===== src/rtl/led_sequencer_if.sv =====
// Control and LED-drive bundle for led_sequencer.
// The master drives the sequencing controls; the slave (the sequencer) drives the pins and the step strobe.
interface led_sequencer_if #(
  parameter int N_LED    = 3,
  parameter int PWM_BITS = 8
);
  logic                enable;
  logic [1:0]          mode;
  logic [PWM_BITS-1:0] brightness;
  logic                step_pulse;
  logic [N_LED-1:0]    led;

  modport master (output enable, mode, brightness, input step_pulse, led);
  modport slave  (input enable, mode, brightness, output step_pulse, led);
endinterface


===== src/rtl/led_sequencer.sv =====
// LED pattern sequencer: a prescaled step tick advances a rotate, ping-pong or blink pattern.
// A global PWM duty gates every channel before it reaches the registered pins.
module led_sequencer #(
  parameter int N_LED       = 3,
  parameter int STEP_CYCLES = 13500000,
  parameter int PWM_BITS    = 8,
  parameter int ACTIVE_LOW  = 1
) (
  input logic             sys_clk,
  input logic             sys_rst,
  led_sequencer_if.slave  bus
);

  localparam int CW = $clog2(STEP_CYCLES);
  localparam int PW = (N_LED > 1) ? $clog2(N_LED) : 1;
  localparam logic [CW-1:0]    PRESC_LAST = CW'(STEP_CYCLES - 1);
  localparam logic [PW-1:0]    POS_LAST   = PW'(N_LED - 1);
  localparam logic [N_LED-1:0] LED_OFF    = {N_LED{ACTIVE_LOW != 0}};

  typedef enum logic [1:0] {
    MODE_ROT_UP = 2'b00,
    MODE_ROT_DN = 2'b01,
    MODE_PING   = 2'b10,
    MODE_BLINK  = 2'b11
  } mode_e;

  typedef enum logic {DIR_UP = 1'b0, DIR_DOWN = 1'b1} dir_e;

  logic [CW-1:0]       presc_q;
  logic [PWM_BITS-1:0] pwm_q;
  logic [PW-1:0]       pos_q, pos_d;
  dir_e                dir_q, dir_d;
  logic                ph_q, ph_d;
  mode_e               mode_q;
  logic                step_q;
  logic [N_LED-1:0]    led_q;

  logic                tick;
  logic                duty_on;
  logic                ping_up;
  logic [PW-1:0]       pos_inc, pos_dec;
  logic [N_LED-1:0]    pattern;
  logic [N_LED-1:0]    lit;

  assign tick    = bus.enable && (presc_q == PRESC_LAST);
  assign pos_inc = pos_q + PW'(1);
  assign pos_dec = pos_q - PW'(1);

  // Endpoints override the stored direction so entering ping-pong at an edge heads inward.
  assign ping_up = (pos_q == '0) || ((pos_q != POS_LAST) && (dir_q == DIR_UP));

  // The displayed pattern follows the mode latched at the last tick, not the live input.
  assign pattern = (mode_q == MODE_BLINK) ? {N_LED{ph_q}} : (N_LED'(1) << pos_q);
  assign duty_on = (pwm_q < bus.brightness) || (bus.brightness == '1);
  assign lit     = pattern & {N_LED{duty_on}};

  // NOTE: every variable gets a default at the top so no path leaves it unassigned (no latch).
  always_comb begin
    pos_d = pos_q;
    dir_d = dir_q;
    ph_d  = ph_q;
    case (mode_e'(bus.mode))
      MODE_ROT_UP: pos_d = (pos_q == POS_LAST) ? '0 : pos_inc;
      MODE_ROT_DN: pos_d = (pos_q == '0) ? POS_LAST : pos_dec;
      MODE_PING: begin
        if (N_LED > 1) begin
          if (ping_up) begin
            pos_d = pos_inc;
            dir_d = (pos_inc == POS_LAST) ? DIR_DOWN : DIR_UP;
          end else begin
            pos_d = pos_dec;
            dir_d = (pos_dec == '0) ? DIR_UP : DIR_DOWN;
          end
        end
      end
      default: ph_d = ~ph_q;
    endcase
  end

  // NOTE: sequential state uses non-blocking assignments so every register samples pre-edge values.
  always_ff @(posedge sys_clk or posedge sys_rst) begin
    if (sys_rst) begin
      presc_q <= '0;
      pwm_q   <= '0;
      pos_q   <= '0;
      dir_q   <= DIR_UP;
      ph_q    <= 1'b0;
      mode_q  <= MODE_ROT_UP;
      step_q  <= 1'b0;
      led_q   <= LED_OFF;
    end else begin
      pwm_q  <= pwm_q + PWM_BITS'(1);
      step_q <= tick;
      led_q  <= (ACTIVE_LOW != 0) ? ~lit : lit;
      if (bus.enable) begin
        presc_q <= tick ? '0 : presc_q + CW'(1);
      end
      if (tick) begin
        mode_q <= mode_e'(bus.mode);
        pos_q  <= pos_d;
        dir_q  <= dir_d;
        ph_q   <= ph_d;
      end
    end
  end

  assign bus.step_pulse = step_q;
  assign bus.led        = led_q;

endmodule


===== src/flat_wrapper.sv =====
// flat-port wrapper written by rule: the top's interface ports become plain ports
module led_sequencer_flat 
#(
  parameter int N_LED       = 3,
  parameter int STEP_CYCLES = 13500000,
  parameter int PWM_BITS    = 8,
  parameter int ACTIVE_LOW  = 1
)
  (sys_clk, sys_rst, bus_enable, bus_mode, bus_brightness, bus_step_pulse, bus_led);
  led_sequencer_if #(.N_LED(N_LED), .PWM_BITS(PWM_BITS)) bus_i ();
  input logic sys_clk;
  input logic sys_rst;
  input wire logic [$bits(bus_i.enable)-1:0] bus_enable;
  input wire logic [$bits(bus_i.mode)-1:0] bus_mode;
  input wire logic [$bits(bus_i.brightness)-1:0] bus_brightness;
  output wire logic [$bits(bus_i.step_pulse)-1:0] bus_step_pulse;
  output wire logic [$bits(bus_i.led)-1:0] bus_led;
  assign bus_i.enable = bus_enable;
  assign bus_i.mode = bus_mode;
  assign bus_i.brightness = bus_brightness;
  assign bus_step_pulse = bus_i.step_pulse;
  assign bus_led = bus_i.led;
  led_sequencer #(.N_LED(N_LED), .STEP_CYCLES(STEP_CYCLES), .PWM_BITS(PWM_BITS), .ACTIVE_LOW(ACTIVE_LOW)) u_core (.sys_clk(sys_clk), .sys_rst(sys_rst), .bus(bus_i));
endmodule

===== config.mk =====
export PLATFORM = sky130hd
export DESIGN_NAME = led_sequencer_flat
export DESIGN_NICKNAME = d
export VERILOG_FILES = /design/src/rtl/led_sequencer_if.sv /design/src/rtl/led_sequencer.sv /design/src/flat_wrapper.sv
export SDC_FILE = /design/constraint.sdc
export NUM_CORES = 1
export LEC_CHECK = 0
export ABC_AREA = 0
export ABC_CLOCK_PERIOD_IN_PS = 2700
export BUFFER_PORTS_ARGS = -buffer_cell sky130_fd_sc_hd__buf_2
export CORE_MARGIN = 3
export CORE_UTILIZATION = 50
export DETAILED_ROUTE_END_ITERATION = 8
export GPL_ROUTABILITY_DRIVEN = 0
export GPL_TIMING_DRIVEN = 0
export PLACE_DENSITY = 0.68
export SYNTH_ARGS = -nofsm -noshare
export SYNTH_HDL_FRONTEND = slang
export SYNTH_SLANG_ARGS = --single-unit

===== constraint.sdc =====
create_clock -name sys_clk -period 2.7 [get_ports sys_clk]
set_input_delay 0.135 -clock sys_clk [delete_from_list [all_inputs] [get_ports sys_clk]]
set_output_delay 0.135 -clock sys_clk [all_outputs]
set_load 0.02 [all_outputs]

## Word level (Yosys, flattened, before mapping)

Index checks and enable logic that the tools add are counted.

- Bitwise operators: 5
- Eq/ne operators: 8
- $lt $le $gt $ge: 1
- Muxes and demuxes: 9
- Add/subtract/negate cells: 4
- Reductions and logical operators: 12
- Shifts and indexed selects: 1

Operators with widths:

| cell | count |
|---|---|
| adder 24 x 1 -> 24 bit, second input constant | 1 |
| == test 24 bit, second input constant | 1 |
| 2-to-1 mux 24 bit | 1 |
| adder 8 x 1 -> 8 bit, second input constant | 1 |
| == test 2 bit, second input constant | 4 |
| == test 8 bit, second input constant | 1 |
| < comparator 8 bit | 1 |
| zero test 2 bit | 3 |
| 2-to-1 mux 2 bit | 3 |
| case mux 2 bit (3 select lines) | 1 |
| AND reduction 2 bit | 3 |
| AND 3 bit | 1 |
| 2-to-1 mux 1 bit | 3 |
| 2-to-1 mux 3 bit | 1 |
| NOT 1 bit | 3 |
| NOT 3 bit | 1 |
| nonzero test 3 bit | 1 |
| OR reduction 3 bit | 1 |
| left shift 1 x 2 -> 3 bit, first input constant | 1 |
| adder 2 x 1 -> 2 bit, second input constant | 1 |
| == test 2 x 1 -> 1 bit, second input constant | 1 |
| logical AND 1 bit | 2 |
| logical OR 1 bit | 2 |
| inequality test 2 bit, second input constant | 1 |
| subtractor 2 x 1 -> 2 bit, second input constant | 1 |

- Flip-flop bits (word level): 42

## Longest topological paths before layout

- Depth after elaboration: 5
- Gate-level depth with buffers: 6
- Depth with buffers taken out: 6

## Least setup slack after synthesis

No wires, ideal clock.

- Path type: register -> register
- Start point: reg u_core.presc_q[2]
- End point: reg u_core.presc_q[23]
- Slack: 812 ps
- Data arrival time: 1815 ps
- Stages on the path, launching flop included: 6
- Library setup time: 73 ps
- Buffers on the path: 1
- Cell sequence: dfrtp_1 -> nand4_4 -> or4_1 -> buf_2 -> or4_4 -> a21oi_2

- Longest elaborated chain between the ends: 3

Ends and longest elaborated chain:

| what | line | RTL |
|---|---|---|
| from (decl) | led_sequencer.sv:29 | `logic [CW-1:0] presc_q;` |
| from (signal assigned) | led_sequencer.sv:96 | `presc_q <= tick ? '0 : presc_q + CW'(1);` |
| branches (longest 2 deep; another with adder 24 x 1 -> 24 bit) | - |  |
| 2-to-1 mux 24 bit * | led_sequencer.sv:96 |  |

Mark *: on every way between the ends.
A chain may end at the register's enable or synchronous reset.

## Worst setup path after layout

- Start point: reg u_core.presc_q[5]
- End point: reg u_core.presc_q[11]

The elaborated chain is that of the path after synthesis.

==> summary.md <==
| Metric | Value |
|---|---|
| Cts-stage hold buffer count | `0` |
| Top Ports | `17` |
| Most frequent cells in the layout | `dfrtp_1, inv_1, nand2_1, buf_2, ha_1` |
| Reg clk slew, reported paths | `0.08 ns` |
| DRC viols | `0` |
| Synth warnings | `0` |
| Mapped Nets | `264` |
| Grt ovf | `0` |
| Post-synth cell types | `41` |
| Layout area overhead | `12.2%` |
| Pleak | `1.22 nW` |
| Worst-Skew Late Latency | `0.29 ns` |
| Detailed-route via count | `1724` |
| Maximum clock rate | `427 MHz` |
| Pwr dens | `562 mW/mm^2` |
| Total CTS buffers | `5` |
| Cells after DPL | `302` |
| Slew Limit Fails | `0` |
| Number of antenna violations at the first check in global routing | `0` |
| Worst Clk Skew | `0.00827 ns` |
| Max VDD drop | `0.255 mV` |
| Final hold vios | `0` |
| Setup repair bufs after CTS | `0` |
| H-tree depth | `2` |
| Post-layout min period | `2.34 ns` |
| GRT Util Overall | `17.6%` |
| Root buffer cell | `clkbuf_8` |
| DRT Pass-1 Iters | `4` |
| Global-route wire length before repair | `7640 um` |
| 1st-iter DRT viols | `52` |
| Worst Path Arrival | `2.52 ns` |
| Synthesized area per cell | `10.1 um^2` |
| Worst min-delay path class | `in -> async` |
| CP endpoint kind | `register` |
| CTS tree | `built` |
| Outcome | `completed` |
| ANT cells | `0` |
| Max-cap check violation count | `0` |
| Routed Antenna Nets | `0` |
| Post-CTS resize count | `0` |
| Final HPWL DP | `3160 um` |
| Row count | `24` |
| CP Launch Type | `register` |
| Ys async rst share | `100%` |
| Starting Density | `52.9%` |
| Multi-input logic area | `0.00120 mm^2` |
| Max-slew headroom | `41.8%` |
| Layout net count | `287` |
| Final Non-Filler Cells | `310` |
| Buffers on Ports | `16` |
| Largest net degree at the start of global routing | `43` |
| Post-synthesis register bit count | `42` |
| Die ar. | `0.00556 mm^2` |
| Commonest non-fill, non-tap cell in the layout | `dfrtp_1` |
| Number of synthesized flops with an enable pin | `0` |
| Vias in the first global route | `1654` |
| CP Class | `reg -> reg` |
| Final Setup Violations | `0` |
| Fillers | `386` |
| FF/Latch Area | `0.00105 mm^2` |
| DIE WIDTH | `74.6 um` |
| Seq/Total Area, Yosys | `44.8%` |
| TNS Setup | `0 ns` |
| Routed WL | `4280 um` |
| WL per Instance | `13.8 um` |
| CTS sink count | `42` |
| Post-Syn Area | `0.00235 mm^2` |
| Placeable core area | `0.00444 mm^2` |
| RSZ-0062 raised after global routing | `false` |
| Layout cell share with drive strength beyond 1 | `15.9%` |
| Worst-Margin Slew | `0.871 ns` |
| Synth Instances | `234` |
| Final period utilization | `86.8%` |
| Clock tree buffer depth | `2` |
| Worst EP required | `2.88 ns` |
| Worst-path fanout max | `10` |
| Die height | `74.6 um` |
| Primary FF master, synth | `dfrtp_1` |
| Vias per inst | `5.56` |
[logic make-up after synthesis]
family	after synthesis	synth area share (%)
buffers and inverters	24	3.94
multiplexers	8	3.62
AO/OA/AOI/OAI	38	9.58
XOR/XNOR	20	7.45
AND/OR/NAND/NOR	85	21.5
flip-flops	42	44.8
adder cells (fa/ha/maj)	17	9.04
[synth_stat cells (2+ instances only)]
master / number / area (um^2)
and4_1: 3 / 26.3
or4_1: 3 / 22.5
nand4_1: 9 / 56.3
nand3_1: 10 / 50.1
nor3_1: 6 / 30.0
or3_1: 6 / 37.5
nor4_1: 4 / 25.0
clkbuf_1: 2 / 7.51
mux2_2: 4 / 45.0
ha_1: 17 / 213
and3_1: 2 / 12.5
nor4b_1: 2 / 17.5
buf_2: 2 / 10.0
a21oi_1: 15 / 75.1
nor2_1: 11 / 41.3
xor2_1: 8 / 70.1
mux2i_1: 4 / 40.0
dfrtp_1: 39 / 976
xnor2_1: 12 / 105
inv_1: 20 / 75.1
dfstp_2: 3 / 78.8
nand4_4: 2 / 42.5
nand2_1: 18 / 67.6
o31ai_1: 5 / 37.5
o21ai_0: 11 / 55.1
[worst paths after layout]
path                                                     from  depth (start not counted)                        endpoint  slack [ns]
min in group sys_clk                              bus_mode[0]                          2    u_core.mode_q[0]$_DFFE_PP0P_        0.13
worst min-delay path                                  sys_rst                          2  u_core.presc_q[18]$_DFFE_PP0P_        0.02
worst min register to register        u_core.ph_q$_DFFE_PP0P_                          1         u_core.ph_q$_DFFE_PP0P_        0.48
max in group asynchronous                             sys_rst                          2       u_core.pwm_q[5]$_DFF_PP0_        2.14
worst max-delay path            u_core.presc_q[5]$_DFFE_PP0P_                          5  u_core.presc_q[11]$_DFFE_PP0P_        0.36
worst max register to register  u_core.presc_q[5]$_DFFE_PP0P_                          5  u_core.presc_q[11]$_DFFE_PP0P_        0.36
[power breakdown]
| group | internal [mW] | switching, mW |
|---|---|---|
| clock | 0.394 | 0.217 |
| combinational | 0.0611 | 0.0693 |
| sequential | 0.668 | 0.0736 |
[critical path: stages (launching register included)]
cell and delay, ns:
dfrtp_1 0.47, nor4b_1 0.38, nand4_1 0.37, nor3_2 0.60, buf_2 0.33, nor2_1 0.07
[per-layer routing]
layer	part of all wire, %	GRT usage [%]
met5	0	0
met4	2.3	5.93
met3	3.3	4.46
met2	45	27.0
met1	50	24.4
[per-stage QoR]
| stage | total power [mW] | setup slack, ns | util (%) | hold WS, ns | area (um^2) |
|---|---|---|---|---|---|
| finish | 1.48 | 0.357 | 59.4 | 0.0191 | 2640 |
| CTS | 1.50 | 0.322 | 59.4 | 0.0528 | 2640 |
| global placement | 0.876 | 0.366 | 56.2 | 0.428 | 2500 |
| global route | 1.56 | 0.0586 | 59.4 | 0.0912 | 2640 |
| detailed placement | 0.886 | 0.349 | 56.2 | 0.385 | 2500 |
| floorplan | 0.839 | 0.812 | - | 0.285 | 2350 |
[area by class of cell]
cell class	count	area share (%)
inverters	20	2.84
clock inverters	2	2.27
well taps	52	2.46
plain buffers	4	0.664
repair buffers	16	3.03
clock buffers	6	3.13
flip-flops and latches	42	40.0
multi-input cells	168	45.6
[registers in the layout (all words and copies together) (netlist names)]
name	cells
u_core.bus.led	3
u_core.bus.step_pulse	1
u_core.dir_q	1
u_core.mode_q	2
u_core.ph_q	1
u_core.pos_q	2
u_core.presc_q	24
u_core.pwm_q	8
No activity file was read; power rests on OpenSTA's default activity.
